[src/rtl/fetch_redirect.sv]
// fetch_redirect: fetch PC and IF/ID register with a BOOT/RUN/REDIR squash FSM; `BR_MISALIGN_EN adds misaligned-target trapping.
// Latency: an imem word reaches IF/ID one cycle after its address leaves pc_f; a taken branch costs 2 bubbles.
// Backpressure: stall_f freezes PC and IF/ID in RUN only; a taken branch overrides it, BOOT/REDIR ignore it.
module fetch_redirect #(
  parameter logic [31:0] RESET_PC = 32'h0000_0000,
  parameter logic [31:0] NOP_INST = 32'h0000_0013
) (
  input  logic        clk,
  input  logic        rst,
  input  logic        br_taken,
  input  logic [31:0] br_target,
  input  logic        stall_f,
  input  logic [31:0] imem_rdata,
  output logic [31:0] pc_f,
  output logic [31:0] pc_d,
  output logic [31:0] inst_d,
  output logic        valid_d,
  output logic        flush_e,
  output logic        redirect_busy
`ifdef BR_MISALIGN_EN
  ,
  output logic        misalign_exc,
  output logic [31:0] misalign_addr
`endif
);

  typedef enum logic [1:0] {
    BOOT  = 2'd0,
    RUN   = 2'd1,
    REDIR = 2'd2
  } state_t;

  state_t      state, state_nxt;
  logic [31:0] pc_q;
  logic [31:0] pc_f_nxt, pc_q_nxt, pc_d_nxt, inst_d_nxt;
  logic        valid_d_nxt;
  logic [31:0] pc_inc;
  logic        misaligned;

  assign pc_inc = pc_f + 32'd4;

`ifdef BR_MISALIGN_EN
  assign misaligned = (br_target[1:0] != 2'b00);
`else
  assign misaligned = 1'b0;
`endif

  always_comb begin
    state_nxt     = state;
    pc_f_nxt      = pc_f;
    pc_q_nxt      = pc_q;
    pc_d_nxt      = pc_d;
    inst_d_nxt    = inst_d;
    valid_d_nxt   = valid_d;
    flush_e       = 1'b0;
    redirect_busy = 1'b0;
    case (state)
      BOOT: begin
        inst_d_nxt  = NOP_INST;
        valid_d_nxt = 1'b0;
        pc_q_nxt    = pc_f;
        pc_f_nxt    = pc_inc;
        state_nxt   = RUN;
      end
      RUN: begin
        if (br_taken) begin
          flush_e     = 1'b1;
          inst_d_nxt  = NOP_INST;
          valid_d_nxt = 1'b0;
          // A trapped (misaligned) target leaves the fetch stream where it is.
          if (!misaligned) begin
            pc_f_nxt  = br_target;
            state_nxt = REDIR;
          end
        end else if (!stall_f) begin
          pc_d_nxt    = pc_q;
          inst_d_nxt  = imem_rdata;
          valid_d_nxt = 1'b1;
          pc_q_nxt    = pc_f;
          pc_f_nxt    = pc_inc;
        end
      end
      REDIR: begin
        // imem_rdata here is the wrong-path word fetched in the branch cycle.
        redirect_busy = 1'b1;
        inst_d_nxt    = NOP_INST;
        valid_d_nxt   = 1'b0;
        pc_q_nxt      = pc_f;
        pc_f_nxt      = pc_inc;
        state_nxt     = RUN;
      end
      default: begin
        state_nxt = BOOT;
      end
    endcase
  end

  always_ff @(posedge clk or posedge rst) begin
    if (rst) begin
      state   <= BOOT;
      pc_f    <= RESET_PC;
      pc_q    <= RESET_PC;
      pc_d    <= RESET_PC;
      inst_d  <= NOP_INST;
      valid_d <= 1'b0;
    end else begin
      state   <= state_nxt;
      pc_f    <= pc_f_nxt;
      pc_q    <= pc_q_nxt;
      pc_d    <= pc_d_nxt;
      inst_d  <= inst_d_nxt;
      valid_d <= valid_d_nxt;
    end
  end

`ifdef BR_MISALIGN_EN
  always_ff @(posedge clk or posedge rst) begin
    if (rst) begin
      misalign_exc  <= 1'b0;
      misalign_addr <= 32'd0;
    end else begin
      misalign_exc <= (state == RUN) && br_taken && misaligned;
      if ((state == RUN) && br_taken && misaligned) begin
        misalign_addr <= br_target;
      end
    end
  end
`endif

  // EX holds a bubble while redirecting, so a taken branch cannot legally arrive.
  assert property (@(posedge clk) disable iff (rst) !((state == REDIR) && br_taken));

endmodule
[config.mk]
export PLATFORM = sky130hd
export DESIGN_NAME = fetch_redirect
export DESIGN_NICKNAME = d
export VERILOG_FILES = /design/src/rtl/fetch_redirect.sv
export SDC_FILE = /design/constraint.sdc
export NUM_CORES = 1
export LEC_CHECK = 0
export ABC_AREA = 1
export ABC_CLOCK_PERIOD_IN_PS = 13100
export CORE_MARGIN = 5
export CORE_UTILIZATION = 30
export DETAILED_ROUTE_END_ITERATION = 6
export PLACE_DENSITY_LB_ADDON = 0.3
export SETUP_SLACK_MARGIN = 0.05
export SLEW_MARGIN = 0
export SYNTH_ARGS = -nofsm -noshare
export SYNTH_HDL_FRONTEND = slang
export SYNTH_SLANG_ARGS = --single-unit
[constraint.sdc]
create_clock -name clk -period 13.1 [get_ports clk]
set_clock_uncertainty 0.2 [all_clocks]
set_input_delay 2.62 -clock clk [delete_from_list [all_inputs] [get_ports clk]]
set_output_delay 2.62 -clock clk [all_outputs]
set_load 0.01 [all_outputs]
==> results.md <==
* Antenna diodes at 0
* Die footprint at 22700 sq um
* Hold-fix buffers at CTS at 0
* Initial Util at 30.5%
* Post-DP HPWL at 12000 um
* Net Count, Synth at 800
* Initial drt markers at 373
* Largest cells by area after synthesis: dfrtp_1 (54%), nand2_1 (17%), o21ai_0 (4.9%)
* Routability Congestion at 0.827
* Setup crit end kind: output port
* Sw power at 580 uW
* CTS resizes at 0
* Top_reg_cell synth: dfrtp_1
* Max Clock Freq at 0.138 GHz
* Cells after Synth at 731
* Hold path depth at 2
* Number of nets in the layout at 954
* Reg2reg path depth at 8
* Critical Path Stages at 5
* Relative slew slack at 34.0%
* Arr. time, crit path at 4.42 ns
* Top delay family on crit path: buffers and inverters
* CORE AREA at 19500 sq um
* Avg Inst Size Synth at 8.13 sq um
* Post-Syn Area at 5950 sq um
* DRT Pass-1 Iters at 4
* CP Class: input pin to output port
* Startpoint types: input pin
* Min Tclk post-route at 7.24 ns
* PortBufs at 166
* Pleak at 0.00391 uW
* Async SR Flop Fraction at 100%
* Slew Limit Fails at 0
* Layout cells sized above 1 at 5.79%
* Placed cell area at 7790 sq um
* Worst hold path class: flip-flop to flip-flop
* Vias per cell at 4.45
* Count of cell types in the netlist at 26
* Finished Layout Cells at 1163
* Gate power share at 33.7%
* RSZ-0062 raised after global routing: no
* Worst stage delay on the critical path at 0.61 ns
* Detailed-route wire length per cell at 14.5 um
* Synth area leader: dfrtp_1
* Worst-path clk slew at 0.06 ns
* FILL cells at 1974
* Synthesis-to-finish area growth at 40.3%
* Number of global-route vias before repair at 4931
* Worst slew pin tran at 0.989 ns
* Buf+Inv Stages, Crit Path at 3
* Design area at 8340 sq um
* Post-route DRC violation count at 0
* Reg power frac at 39.6%
* Die span in x at 151 um
* Total CTS buffers at 17
* Gr ovfl total at 0
* Top Ports at 167
* Sink Count at 131
* Post-synth top cells: nand2_1 (276), dfrtp_1 (128), nor2_1 (64)
* Vias at 5179
* Setup WS post-layout at 5.86 ns
* CP most frequent cell: clkdlybuf4s50_1
* Synthesized flop and latch total at 131
* Final ANT Viol Nets at 0
* Place WS at 5.84 ns
* Cell-internal power at 1080 uW
* Top-count cell post-synth: nand2_1
* Final Hold Viols at 0
* Outcome: completed
* Total negative slack at 0 ns
* Root Driver: clkbuf_16
* Cell-by-cell trace of the critical path: clkdlybuf4s50_1, nand2_1, buf_4, nor2_1, clkdlybuf4s50_1
* Gr usage total at 15.2%
* Core Util, Final at 42.9%
* Sequential element share of the synthesized area at 55.2%
* Worst vdd ir at 0.0000876 V
* Slowest cell on the critical path: clkdlybuf4s50_1
* Rows at 51
* Clock latency on the worst-skew pair at 0.42 ns
* Period utilization at 55.3%
* Total of max-cap violations at 0
* Clock network power share at 26.7%
* Final setup vio count at 0
* CTS Buffer Depth at 2
* Warnings, synthesis at 0
* Placed insts at 1131
* Required time of the critical path at 10.28 ns
* Total setup buffers inserted after CTS at 0
* Post-synth EDFFs at 0
* Top cell type's share of synthesized area at 53.9%
* Pin count of the biggest net entering global routing at 75
* Switching Share at 34.9%
* Initial antenna violation count at 0
* Final WL at 16900 um
* PD cells at 199 nW/um^2
* Global-route wire length before repair at 27000 um
* Critical Path Fanout Max at 48
* CTS tree: done
* H-tree depth at 4
* Die height at 151 um
==> cell type report <==
class	instances	area [sq um]	share of cell area, %
sequential	131	3280	39.3
multi-input combinational	506	2260	27.1
timing repair buffer	169	1680	20.2
clock buffer	18	439	5.26
tap	265	332	3.97
inverter	60	230	2.76
clock inverter	14	115	1.38
==> cells in the final DEF (no fill, tap or decap), drive strengths merged <==
cell and instances:
nand2 277, clkdlybuf4s50 166, dfrtp 128, nor2 70, o21ai 65, inv 60, nand3 33, a22o 28
a21oi 23, clkbuf 18, clkinv 8, clkinvlp 5, o22a 3, dfstp 3, buf 3, nor3 2
a31oi 1, or2 1, o22ai 1, and2 1, ha 1, bufinv 1
==> worst paths after layout <==
check                                     startpoint  slack (ns)                endpoint
worst max-delay path                        br_taken        5.86                 flush_e
worst min-delay path            pc_q[12]$_DFFE_PP0P_        0.26    pc_d[12]$_DFFE_PP0P_
worst max register to register  state[0]$_DFFE_PP0P_       10.11  inst_d[23]$_DFFE_PP0P_
worst min register to register  pc_q[12]$_DFFE_PP0P_        0.26    pc_d[12]$_DFFE_PP0P_
max in group asynchronous                        rst        8.90     pc_d[0]$_DFFE_PP0P_
min in group asynchronous                        rst        2.44  inst_d[14]$_DFFE_PP0P_
==> power by group through the flow <==
| stage | sequential [uW] | combinational [uW] | clock (uW) |
|---|---|---|---|
| floorplan | 686 | 233 | 0 |
| CTS | 660 | 573 | 457 |
| global placement | 662 | 566 | 0 |
| finish | 659 | 560 | 444 |
| detailed placement | 666 | 570 | 0 |
| global route | 681 | 628 | 475 |
==> cell families (layout without fill, tap and decap cells) <==
kind of cell / after synthesis / count (layout) / share of synthesized area [%]
flip-flops: 131 / 131 / 55.2
AND/OR/NAND/NOR: 384 / 384 / 25.5
adder cells (fa/ha/maj): 1 / 1 / 0.210
buffers and inverters: 94 / 261 / 6.88
AO/OA/AOI/OAI: 121 / 121 / 12.2
==> registers in the layout (all words and copies together) (netlist names) <==
register	flops
inst_d	32
pc_d	32
pc_f	32
pc_q	32
state	2
valid_d	1
==> layer usage <==
metal  vias up  global-route usage (%)  part of all wire (%)
li1       2656                       -                     -
met1      2371                    21.8                    49
met2       137                    21.9                    43
met3        15                    4.22                   6.7
met4         0                    5.30                   1.4
met5         -                       0                     0
==> per-stage QoR <==
step | hold WS, ns | power, uW
after floorplan | 0.242 | 919
after global placement | 0.252 | 1230
after detailed placement | 0.253 | 1240
after CTS | 0.268 | 1690
after global routing | 0.285 | 1780
final | 0.263 | 1660
==> worst reg2reg max path: cells and delay by family, from the launching register on <==
family / cells / cell delay [ns]
AOI/OAI and AO/OA: 1 / 0.27
DFF: 1 / 0.44
and+or+nand+nor: 4 / 0.69
buffers and inverters: 3 / 1.33
Note: power is estimated with default switching activity, not from simulation.
